<file path="src/rtl/hdr_lsu_mc_if.sv">
// Bundle of the requester, response and memory-port signals of the multi-channel
// header LSU. The slave modport is the LSU's view; the master modport is the view
// of the environment (requesters plus memory subsystem) that drives it.
interface hdr_lsu_mc_if #(
  parameter int DATA_W = 64,
  parameter int N_CH   = 2
);
  logic [N_CH-1:0]        req_val_i;
  logic [N_CH-1:0]        req_rdy_o;
  logic [2*N_CH-1:0]      req_op_i;
  logic [DATA_W*N_CH-1:0] req_addr_i;
  logic [DATA_W*N_CH-1:0] req_size_i;
  logic [DATA_W*N_CH-1:0] req_next_i;

  logic [N_CH-1:0]        rsp_val_o;
  logic [N_CH-1:0]        rsp_rdy_i;
  logic [DATA_W-1:0]      rsp_addr_o;
  logic [DATA_W-1:0]      rsp_size_o;
  logic [DATA_W-1:0]      rsp_next_o;
  logic                   rsp_err_o;

  logic                   mem_req_val_o;
  logic                   mem_req_rdy_i;
  logic                   mem_req_is_write_o;
  logic [DATA_W-1:0]      mem_req_addr_o;
  logic [DATA_W-1:0]      mem_req_data_o;
  logic                   mem_rsp_val_i;
  logic                   mem_rsp_rdy_o;
  logic [DATA_W-1:0]      mem_rsp_data_i;

  modport slave (
    input  req_val_i, req_op_i, req_addr_i, req_size_i, req_next_i,
    output req_rdy_o,
    output rsp_val_o, rsp_addr_o, rsp_size_o, rsp_next_o, rsp_err_o,
    input  rsp_rdy_i,
    output mem_req_val_o, mem_req_is_write_o, mem_req_addr_o, mem_req_data_o,
    input  mem_req_rdy_i,
    input  mem_rsp_val_i, mem_rsp_data_i,
    output mem_rsp_rdy_o
  );

  modport master (
    output req_val_i, req_op_i, req_addr_i, req_size_i, req_next_i,
    input  req_rdy_o,
    input  rsp_val_o, rsp_addr_o, rsp_size_o, rsp_next_o, rsp_err_o,
    output rsp_rdy_i,
    input  mem_req_val_o, mem_req_is_write_o, mem_req_addr_o, mem_req_data_o,
    output mem_req_rdy_i,
    output mem_rsp_val_i, mem_rsp_data_i,
    input  mem_rsp_rdy_o
  );
endinterface

</file>
<file path="src/rtl/hdr_lsu_mc.sv">
// Multi-channel free-list header LSU. A round-robin arbiter picks one requester
// per idle cycle; the operation is then serialised into one or two word accesses
// (size word at addr, next_addr word at addr+WORD_BYTES) on a single memory port,
// and the header is returned to the granted channel.
// Optional build macro: HDR_LSU_ALIGN_CHECK_EN -- when defined, a request whose
// address is not word aligned is rejected with rsp_err_o without touching memory.
module hdr_lsu_mc #(
  parameter int DATA_W     = 64,
  parameter int N_CH       = 2,
  parameter int WORD_BYTES = DATA_W / 8
) (
  input logic            clk_i,
  input logic            rst_i,
  hdr_lsu_mc_if.slave    bus
);

  localparam int PTR_W = (N_CH > 1) ? $clog2(N_CH) : 1;

  localparam logic [1:0] OP_LOAD       = 2'd0;
  localparam logic [1:0] OP_STORE_NEXT = 2'd2;
  localparam logic [1:0] OP_RSVD       = 2'd3;

  localparam logic [DATA_W-1:0] WORD_OFS = DATA_W'(WORD_BYTES);

  typedef enum logic [2:0] {
    IDLE,
    W0_REQ,
    W0_RSP,
    W1_REQ,
    W1_RSP,
    CORE_RSP
  } state_e;

  state_e            state_q, state_d;
  logic [PTR_W-1:0]  ptr_q, ptr_d;
  logic [PTR_W-1:0]  gnt_q, gnt_d;
  logic [1:0]        op_q, op_d;
  logic [DATA_W-1:0] addr_q, addr_d;
  logic [DATA_W-1:0] size_q, size_d;
  logic [DATA_W-1:0] next_q, next_d;
  logic              err_q, err_d;

  logic              arb_found;
  logic [PTR_W-1:0]  arb_idx;
  logic [PTR_W-1:0]  scan_idx;
  logic [1:0]        sel_op;
  logic [DATA_W-1:0] sel_addr;
  logic [DATA_W-1:0] sel_size;
  logic [DATA_W-1:0] sel_next;
  logic              rsp_rdy_sel;
  logic              misaligned;

  // Round-robin scan: first requesting channel at or above the pointer, with wrap.
  always_comb begin
    arb_found = 1'b0;
    arb_idx   = '0;
    scan_idx  = '0;
    for (int i = 0; i < N_CH; i++) begin
      scan_idx = PTR_W'((int'(ptr_q) + i) % N_CH);
      if (!arb_found && bus.req_val_i[scan_idx]) begin
        arb_found = 1'b1;
        arb_idx   = scan_idx;
      end
    end
  end

  // Mux the candidate's payload and the owner's response-ready out of the flat buses.
  always_comb begin
    sel_op      = '0;
    sel_addr    = '0;
    sel_size    = '0;
    sel_next    = '0;
    rsp_rdy_sel = 1'b0;
    for (int c = 0; c < N_CH; c++) begin
      if (arb_idx == PTR_W'(c)) begin
        sel_op   = bus.req_op_i[2*c +: 2];
        sel_addr = bus.req_addr_i[DATA_W*c +: DATA_W];
        sel_size = bus.req_size_i[DATA_W*c +: DATA_W];
        sel_next = bus.req_next_i[DATA_W*c +: DATA_W];
      end
      if (gnt_q == PTR_W'(c)) begin
        rsp_rdy_sel = bus.rsp_rdy_i[c];
      end
    end
  end

`ifdef HDR_LSU_ALIGN_CHECK_EN
  localparam logic [DATA_W-1:0] ALIGN_MASK = DATA_W'(WORD_BYTES - 1);
  assign misaligned = (sel_addr & ALIGN_MASK) != '0;
`else
  assign misaligned = 1'b0;
`endif

  // State register; reset aborts any operation in flight.
  always_ff @(posedge clk_i) begin
    if (rst_i) begin
      state_q <= IDLE;
    end else begin
      state_q <= state_d;
    end
  end

  // Next-state: one word per REQ/RSP pair, STORE_NEXT skips the size word.
  always_comb begin
    state_d = state_q;
    unique case (state_q)
      IDLE: begin
        if (arb_found) begin
          if (sel_op == OP_RSVD || misaligned) state_d = CORE_RSP;
          else if (sel_op == OP_STORE_NEXT)    state_d = W1_REQ;
          else                                 state_d = W0_REQ;
        end
      end
      W0_REQ:   if (bus.mem_req_rdy_i) state_d = W0_RSP;
      W0_RSP:   if (bus.mem_rsp_val_i) state_d = W1_REQ;
      W1_REQ:   if (bus.mem_req_rdy_i) state_d = W1_RSP;
      W1_RSP:   if (bus.mem_rsp_val_i) state_d = CORE_RSP;
      CORE_RSP: if (rsp_rdy_sel)       state_d = IDLE;
      default:  state_d = IDLE;
    endcase
  end

  // Outputs are decoded from the current state so each bus is quiet outside its phase.
  always_comb begin
    bus.req_rdy_o          = '0;
    bus.rsp_val_o          = '0;
    bus.rsp_addr_o         = '0;
    bus.rsp_size_o         = '0;
    bus.rsp_next_o         = '0;
    bus.rsp_err_o          = 1'b0;
    bus.mem_req_val_o      = 1'b0;
    bus.mem_req_is_write_o = 1'b0;
    bus.mem_req_addr_o     = '0;
    bus.mem_req_data_o     = '0;
    bus.mem_rsp_rdy_o      = 1'b0;
    unique case (state_q)
      IDLE: begin
        for (int c = 0; c < N_CH; c++) begin
          if (arb_found && arb_idx == PTR_W'(c)) bus.req_rdy_o[c] = 1'b1;
        end
      end
      W0_REQ: begin
        bus.mem_req_val_o      = 1'b1;
        bus.mem_req_is_write_o = (op_q != OP_LOAD);
        bus.mem_req_addr_o     = addr_q;
        bus.mem_req_data_o     = (op_q != OP_LOAD) ? size_q : '0;
      end
      W1_REQ: begin
        bus.mem_req_val_o      = 1'b1;
        bus.mem_req_is_write_o = (op_q != OP_LOAD);
        bus.mem_req_addr_o     = addr_q + WORD_OFS;
        bus.mem_req_data_o     = (op_q != OP_LOAD) ? next_q : '0;
      end
      W0_RSP, W1_RSP: begin
        bus.mem_rsp_rdy_o = 1'b1;
      end
      CORE_RSP: begin
        for (int c = 0; c < N_CH; c++) begin
          if (gnt_q == PTR_W'(c)) bus.rsp_val_o[c] = 1'b1;
        end
        bus.rsp_addr_o = addr_q;
        bus.rsp_size_o = size_q;
        bus.rsp_next_o = next_q;
        bus.rsp_err_o  = err_q;
      end
      default: ;
    endcase
  end

  // Header capture at grant, and load data capture as each word returns.
  always_comb begin
    ptr_d  = ptr_q;
    gnt_d  = gnt_q;
    op_d   = op_q;
    addr_d = addr_q;
    size_d = size_q;
    next_d = next_q;
    err_d  = err_q;
    if (state_q == IDLE && arb_found) begin
      ptr_d  = (arb_idx == PTR_W'(N_CH - 1)) ? '0 : arb_idx + 1'b1;
      gnt_d  = arb_idx;
      op_d   = sel_op;
      addr_d = sel_addr;
      size_d = sel_size;
      next_d = sel_next;
      err_d  = (sel_op == OP_RSVD) || misaligned;
    end
    if (bus.mem_rsp_val_i && op_q == OP_LOAD) begin
      if (state_q == W0_RSP) size_d = bus.mem_rsp_data_i;
      if (state_q == W1_RSP) next_d = bus.mem_rsp_data_i;
    end
  end

  // Datapath registers: pointer restarts at channel 0 and the header clears on reset.
  always_ff @(posedge clk_i) begin
    if (rst_i) begin
      ptr_q  <= '0;
      gnt_q  <= '0;
      op_q   <= '0;
      addr_q <= '0;
      size_q <= '0;
      next_q <= '0;
      err_q  <= 1'b0;
    end else begin
      ptr_q  <= ptr_d;
      gnt_q  <= gnt_d;
      op_q   <= op_d;
      addr_q <= addr_d;
      size_q <= size_d;
      next_q <= next_d;
      err_q  <= err_d;
    end
  end

endmodule

</file>
<file path="src/flat_wrapper.sv">
// flat-port wrapper written by rule: the top's interface ports become plain ports
module hdr_lsu_mc_flat 
#(
  parameter int DATA_W     = 64,
  parameter int N_CH       = 2,
  parameter int WORD_BYTES = DATA_W / 8
)
  (clk_i, rst_i, bus_req_val_i, bus_req_op_i, bus_req_addr_i, bus_req_size_i, bus_req_next_i, bus_req_rdy_o, bus_rsp_val_o, bus_rsp_addr_o, bus_rsp_size_o, bus_rsp_next_o, bus_rsp_err_o, bus_rsp_rdy_i, bus_mem_req_val_o, bus_mem_req_is_write_o, bus_mem_req_addr_o, bus_mem_req_data_o, bus_mem_req_rdy_i, bus_mem_rsp_val_i, bus_mem_rsp_data_i, bus_mem_rsp_rdy_o);
  hdr_lsu_mc_if #(.DATA_W(DATA_W), .N_CH(N_CH)) bus_i ();
  input logic clk_i;
  input logic rst_i;
  input wire logic [$bits(bus_i.req_val_i)-1:0] bus_req_val_i;
  input wire logic [$bits(bus_i.req_op_i)-1:0] bus_req_op_i;
  input wire logic [$bits(bus_i.req_addr_i)-1:0] bus_req_addr_i;
  input wire logic [$bits(bus_i.req_size_i)-1:0] bus_req_size_i;
  input wire logic [$bits(bus_i.req_next_i)-1:0] bus_req_next_i;
  output wire logic [$bits(bus_i.req_rdy_o)-1:0] bus_req_rdy_o;
  output wire logic [$bits(bus_i.rsp_val_o)-1:0] bus_rsp_val_o;
  output wire logic [$bits(bus_i.rsp_addr_o)-1:0] bus_rsp_addr_o;
  output wire logic [$bits(bus_i.rsp_size_o)-1:0] bus_rsp_size_o;
  output wire logic [$bits(bus_i.rsp_next_o)-1:0] bus_rsp_next_o;
  output wire logic [$bits(bus_i.rsp_err_o)-1:0] bus_rsp_err_o;
  input wire logic [$bits(bus_i.rsp_rdy_i)-1:0] bus_rsp_rdy_i;
  output wire logic [$bits(bus_i.mem_req_val_o)-1:0] bus_mem_req_val_o;
  output wire logic [$bits(bus_i.mem_req_is_write_o)-1:0] bus_mem_req_is_write_o;
  output wire logic [$bits(bus_i.mem_req_addr_o)-1:0] bus_mem_req_addr_o;
  output wire logic [$bits(bus_i.mem_req_data_o)-1:0] bus_mem_req_data_o;
  input wire logic [$bits(bus_i.mem_req_rdy_i)-1:0] bus_mem_req_rdy_i;
  input wire logic [$bits(bus_i.mem_rsp_val_i)-1:0] bus_mem_rsp_val_i;
  input wire logic [$bits(bus_i.mem_rsp_data_i)-1:0] bus_mem_rsp_data_i;
  output wire logic [$bits(bus_i.mem_rsp_rdy_o)-1:0] bus_mem_rsp_rdy_o;
  assign bus_i.req_val_i = bus_req_val_i;
  assign bus_i.req_op_i = bus_req_op_i;
  assign bus_i.req_addr_i = bus_req_addr_i;
  assign bus_i.req_size_i = bus_req_size_i;
  assign bus_i.req_next_i = bus_req_next_i;
  assign bus_req_rdy_o = bus_i.req_rdy_o;
  assign bus_rsp_val_o = bus_i.rsp_val_o;
  assign bus_rsp_addr_o = bus_i.rsp_addr_o;
  assign bus_rsp_size_o = bus_i.rsp_size_o;
  assign bus_rsp_next_o = bus_i.rsp_next_o;
  assign bus_rsp_err_o = bus_i.rsp_err_o;
  assign bus_i.rsp_rdy_i = bus_rsp_rdy_i;
  assign bus_mem_req_val_o = bus_i.mem_req_val_o;
  assign bus_mem_req_is_write_o = bus_i.mem_req_is_write_o;
  assign bus_mem_req_addr_o = bus_i.mem_req_addr_o;
  assign bus_mem_req_data_o = bus_i.mem_req_data_o;
  assign bus_i.mem_req_rdy_i = bus_mem_req_rdy_i;
  assign bus_i.mem_rsp_val_i = bus_mem_rsp_val_i;
  assign bus_i.mem_rsp_data_i = bus_mem_rsp_data_i;
  assign bus_mem_rsp_rdy_o = bus_i.mem_rsp_rdy_o;
  hdr_lsu_mc #(.DATA_W(DATA_W), .N_CH(N_CH), .WORD_BYTES(WORD_BYTES)) u_core (.clk_i(clk_i), .rst_i(rst_i), .bus(bus_i));
endmodule
</file>
<file path="config.mk">
export PLATFORM = sky130hd
export DESIGN_NAME = hdr_lsu_mc_flat
export DESIGN_NICKNAME = d
export VERILOG_FILES = /design/src/rtl/hdr_lsu_mc_if.sv /design/src/rtl/hdr_lsu_mc.sv /design/src/flat_wrapper.sv
export SDC_FILE = /design/constraint.sdc
export NUM_CORES = 1
export LEC_CHECK = 0
export CELL_PAD_IN_SITES_DETAIL_PLACEMENT = 1
export CELL_PAD_IN_SITES_GLOBAL_PLACEMENT = 1
export CORE_AREA = 3 3 303 305
export CTS_CLUSTER_DIAMETER = 60
export DETAILED_ROUTE_END_ITERATION = 10
export DIE_AREA = 0 0 306 308
export GPL_ROUTABILITY_DRIVEN = 0
export MAX_ROUTING_LAYER = met4
export PLACE_DENSITY_LB_ADDON = 0.1
export RECOVER_POWER = 100
export SLEW_MARGIN = 20
export SYNTH_ARGS = -nofsm -noshare
export SYNTH_HDL_FRONTEND = slang
export SYNTH_SLANG_ARGS = --single-unit
</file>
<file path="constraint.sdc">
create_clock -name clk_i -period 3.21 [get_ports clk_i]
set_input_delay 0.642 -clock clk_i [delete_from_list [all_inputs] [get_ports clk_i]]
set_output_delay 0.642 -clock clk_i [all_outputs]
set_load 0.005 [all_outputs]
</file>
# Yosys cells after proc, flatten, opt, wreduce, memory -nomap -nowiden
# Index checks and enable logic that the tools add are counted.
[classes] add_sub_neg=3 magnitude_cmp=2 n_eq_ne=13 mux=46 n_bitwise=1 reduce_logical=12
[ops] cell="two-way mux 64 bit" n=14
[ops] cell="case mux 64 bit (2 select lines)" n=2
[ops] cell="adder 64 x 4 -> 64 bit (second input constant)" n=1
[ops] cell="two-way mux 3 bit" n=7
[ops] cell="two-way mux 1 bit" n=18
[ops] cell="case mux 3 bit (6 select lines)" n=1
[ops] cell="two-way mux 2 bit" n=4
[ops] cell="!= test 2 bit (second input constant)" n=4
[ops] cell="== test 3 x 2 -> 1 bit (second input constant)" n=2
[ops] cell="== test 3 bit (second input constant)" n=2
[ops] cell="AND reduction 6 bit" n=1
[ops] cell="logical AND 1 bit" n=5
[ops] cell="== test 2 bit (second input constant)" n=2
[ops] cell="< comparator 1 x 2 -> 1 bit (second input constant)" n=2
[ops] cell="!= test 2 x 1 -> 1 bit (second input constant)" n=2
[ops] cell="OR reduction 2 bit" n=2
[ops] cell="== test 3 x 1 -> 1 bit (second input constant)" n=1
[ops] cell="logical NOT 3 bit" n=1
[ops] cell="adder 1 bit (second input constant)" n=2
[ops] cell="logical NOT 2 bit" n=1
[ops] cell="nonzero test 2 bit" n=1
[ops] cell="logical NOT 1 bit" n=1
[ops] cell="NOT 1 bit" n=1
[totals] reg_bits=200 input_bits=460 output_inout_bits=328 elab_cells=85

# Logic depth before layout (Yosys ltp)
[depth] word_depth=12 depth_mapped=8 mapped_depth_nobuf=6

# Least setup slack after synthesis
# Ideal clock, no wire load.
[synth_timing] kind="register to output" from="register u_core.addr_q[3]" to="output port bus_mem_req_addr_o[61]" arrival_time_ns=2.011 required_time_ns=2.568 setup_slack_ns=0.557 stages_incl_launch_ff=7 n_path_buf=0 path_cell_list="dfxtp_1 > ha_1 > nand4_1 > nor4_4 > nand4_4 > or4_1 > a21oi_1"
[synth_between] elab_chain_len=2
[synth_rtl] element="start: declaration" line_no="hdr_lsu_mc.sv:38" text="logic [DATA_W-1:0] addr_q, addr_d;"
[synth_rtl] element="start signal: assignment" line_no="hdr_lsu_mc.sv:208" text="addr_q <= addr_d;"
[synth_rtl] element="adder 64 x 4 -> 64 bit" line_no="hdr_lsu_mc.sv:151" text="bus.mem_req_addr_o = addr_q + WORD_OFS;"
[synth_rtl] element="case mux 64 bit (2 select lines)" line_no="hdr_lsu_mc.sv:136" text="unique case (state_q)"
[synth_rtl] element="end: declaration" line_no="flat_wrapper.sv:26" text="output wire logic [$bits(bus_i.mem_req_addr_o)-1:0] bus_mem_req_addr_o;"
# No other way between the ends.

# Worst setup path in the final report
[layout_timing] from="register u_core.addr_q[3]" to="output port bus_mem_req_addr_o[57]"
# The elaborated chain is that of the path after synthesis.

==> results.cfg <==
[floorplanning]
fp.dieH_um = 308
dieArea_um2 = 94250
die_w_um = 306
ios = 788
rows = 110
start_util_pct = 13.79
core_region_area_um2 = 89600

[route]
drt_iter0_drc = 1593
wl_met3_um = 8155
routedWlPerCell_um = 27.50
top_layer = met4
route.detailed.drc = 0
met1_length_um = 39140
postRouteWirelength_um = 99020
vias = 16560
avgViaCountPerCell = 4.600
ant_nets = 0
firstDrtPassIters = 9
dr_wl_met2_um = 49230

[synthesis]
synth_seq_area_share_pct = 32.40
synth_area_um2 = 12360
synthFlopType = dfxtp_1
syn-num-nets = 1992
synth.distinct_cells = 46
synth_top_area_cell = dfxtp_1
syn_inst = 1531
async_flop_share_pct = 0
synth_seq_cells = 200
synthAdderAreaFrac_pct = 0.1013
synth_compound_area_share_pct = 27.62
synth_simple_gate_area_share_pct = 26.84
synth_top_area_share_pct = 32.40
netlist_top_cells_area = dfxtp_1 32%, a222oi_1 16%, and2_1 9.8%
synth_edf_count = 0
yosys_warnings = 0
synthXorXnorAreaFrac_pct = 1.701
synth_top_family_by_area = compound AO/OA/AOI/OAI gates
syn_area_per_cell_um2 = 8.071
synth.mux.area_fraction_pct = 5.508

[sta]
finalSetupTns_ns = -2.366
hold_violations = 0
setup_violations = 51
fmax_ghz = 0.2973
worst_hold_slack_ns = 0.4920
skew_ns = 0.01986
slew_viol_final = 0
slew_headroom_pct = 13.20
timing.final.crit_share_pct = 104.8
setup_ws_ns = -0.1535
period_needed_ns = 3.363
rsz0062_at_grt = yes
worstMarginPinSlew_ns = 1.302

[critical_path]
arrival_ns = 2.72
crit_top_cell = buf_6
cpMaxStageDelayCell = or4_4
required_ns = 2.57
path_cells = ha_4 -> nand4_1 -> nor4_4 -> buf_6 -> nand4_4 -> buf_6 -> or4_4 -> a21oi_2 -> buf_2
cp-end-kind = primary output
worstSetupPathType = reg -> out
crit_path_max_incr_delay_ns = 0.52
crit_fanout = 4
start_kind = register

[power_and_ir_drop]
finalPower_w = 0.01453
switchingPower_w = 0.006481
combPwrFrac_pct = 54.5
p_clk_share_pct = 17.3
internal_power_w = 0.008050
leakagePower_nw = 10.95
p_per_area_nw_per_um2 = 599.6
peakVddDrop_mv = 0.8718
p_seq_share_pct = 28.2
swShare_pct = 44.60

[worst_hold_path]
hp-class = reg -> reg

[grt]
grt_pass1_vias = 17710
overflow = 0
antenna_found_initial = 37
grt_pass1_wl_um = 134500
grt_max_degree = 155
grt_usage_pct = 20.41

[place]
dp_hpwl_um = 70280
io_buffers = 787
post-place-ws_ns = -0.01714

[cts]
clock_path_buffers = 2
holdBufCountCts = 0
cts_tree = done
root_buffer = clkbuf_16
cts_buffers = 17
clk_latency_ns = 0.53
path_clk_slew_ns = 0.09
cts.sinks = 200
h-tree-depth = 4

[final_layout]
final_core_util_pct = 27.05
drive_gt1_share_pct = 16.42
syn_to_final_growth_pct = 96.11
final_common_cell = clkdlybuf4s50_1
fin_nets = 2836
final_cell_mix = 537 x clkdlybuf4s50_1, 293 x nor2_1, 192 x a222oi_1, 184 x and2_1, 171 x dfxtp_1
nFillCells = 10350

[run_status]
violations = setup timing
status = finished, violations left

[run]
maxCapViolations = 0
-- path summary, 6_finish.rpt --
kind,startpoint,to,slack [ns],depth (start not counted)
hold reg to reg,u_core.ptr_q$_SDFFE_PP0N_,u_core.ptr_q$_SDFFE_PP0N_,0.49,2
setup / recovery,u_core.addr_q[3]$_SDFFE_PP0N_,bus_mem_req_addr_o[57],-0.15,9
setup reg to reg,u_core.state_q[1]$_SDFFE_PP0P_,u_core.next_q[18]$_SDFF_PP0_,0.12,10
hold / removal,u_core.ptr_q$_SDFFE_PP0N_,u_core.ptr_q$_SDFFE_PP0N_,0.49,2
-- power by group through the flow --
stage / clock, W / sequential, W / combinational, W
after floorplan: 0 / 0.00389 / 0.00389
after global placement: 0 / 0.00409 / 0.00753
after detailed placement: 0 / 0.00412 / 0.00758
after CTS: 0.00263 / 0.00411 / 0.00803
after global routing: 0.00268 / 0.00422 / 0.00856
final: 0.00251 / 0.00410 / 0.00792
-- routing by layer --
metal  GRT usage [%]  vias to the layer above
li1                -                     7615
met1           22.10                     8199
met2           34.97                      663
met3           7.176                       84
met4           6.514                        0
met5               -                        -
-- metrics by stage --
step / instance area (um2) / instances
2_1_floorplan: 12360 / 1531
3_3_place_gp: 22380 / 3457
3_5_place_dp: 22380 / 3457
4_1_cts: 23680 / 3532
5_1_grt: 24230 / 3597
6_report: 24230 / 3600
-- flip-flops by register name, indices dropped and copies added, names as in the netlist --
signal / cells
u_core.addr_q: 64
u_core.next_q: 64
u_core.size_q: 64
u_core.state_q: 3
u_core.op_q: 2
u_core.err_q: 1
u_core.gnt_q: 1
u_core.ptr_q: 1
-- layout make-up --
class                           instances  area (um2)  area share (%)
Inverter                               11       41.29          0.1704
Clock inverter                         13       160.2          0.6609
Tap cell                             1176        1471           6.072
Clock buffer                           19       452.9           1.869
Antenna cell                           36       90.09          0.3717
Timing Repair Buffer                  994       10000           41.28
Multi-Input combinational cell       1151        7974           32.90
Sequential cell                       200        4040           16.67
-- worst max-delay path: cells and delay by family, from the launching register on --
family / cells / cell delay (ns)
AND/OR/NAND/NOR: 4 / 1.11
buffers and inverters: 3 / 0.46
flip-flops: 1 / 0.36
AO/OA/AOI/OAI: 1 / 0.13
adder cells (fa/ha/maj): 1 / 0.14
-- synth_stat cells (2+ instances only) --
master,n
nor2_1,299
dfxtp_1,200
and2_1,193
a222oi_1,192
a211oi_1,132
clkbuf_1,129
mux2i_1,68
a21oi_1,40
buf_2,29
nand2_1,29
o21ai_0,24
nand4_1,23
nand3_1,21
or3_1,21
xor2_1,18
or4_1,17
o31ai_1,14
inv_1,11
buf_1,10
nor3_1,9
and3_1,6
xnor2_1,6
and4_1,4
nand2b_1,4
nand4_2,3
nor4_1,3
o21a_1,3
a311oi_1,2
nand4_4,2
nor3b_1,2
nor4_4,2
-- cells by family after synthesis --
group / count (synthesis)
AND/OR/NAND/NOR: 646
AO/OA/AOI/OAI: 412
flip-flops: 200
buffers and inverters: 180
multiplexers: 68
XOR/XNOR: 24
adder cells (fa/ha/maj): 1
-- timing repair --
item | in CTS | in global routing
setup endpoints to repair | 260 | 103
gates cloned | 9 | 8
resized for setup | 293 | 244
setup buffers | 34 | 25
pin swaps | 39 | 14
(Power assumes the default switching activity.)
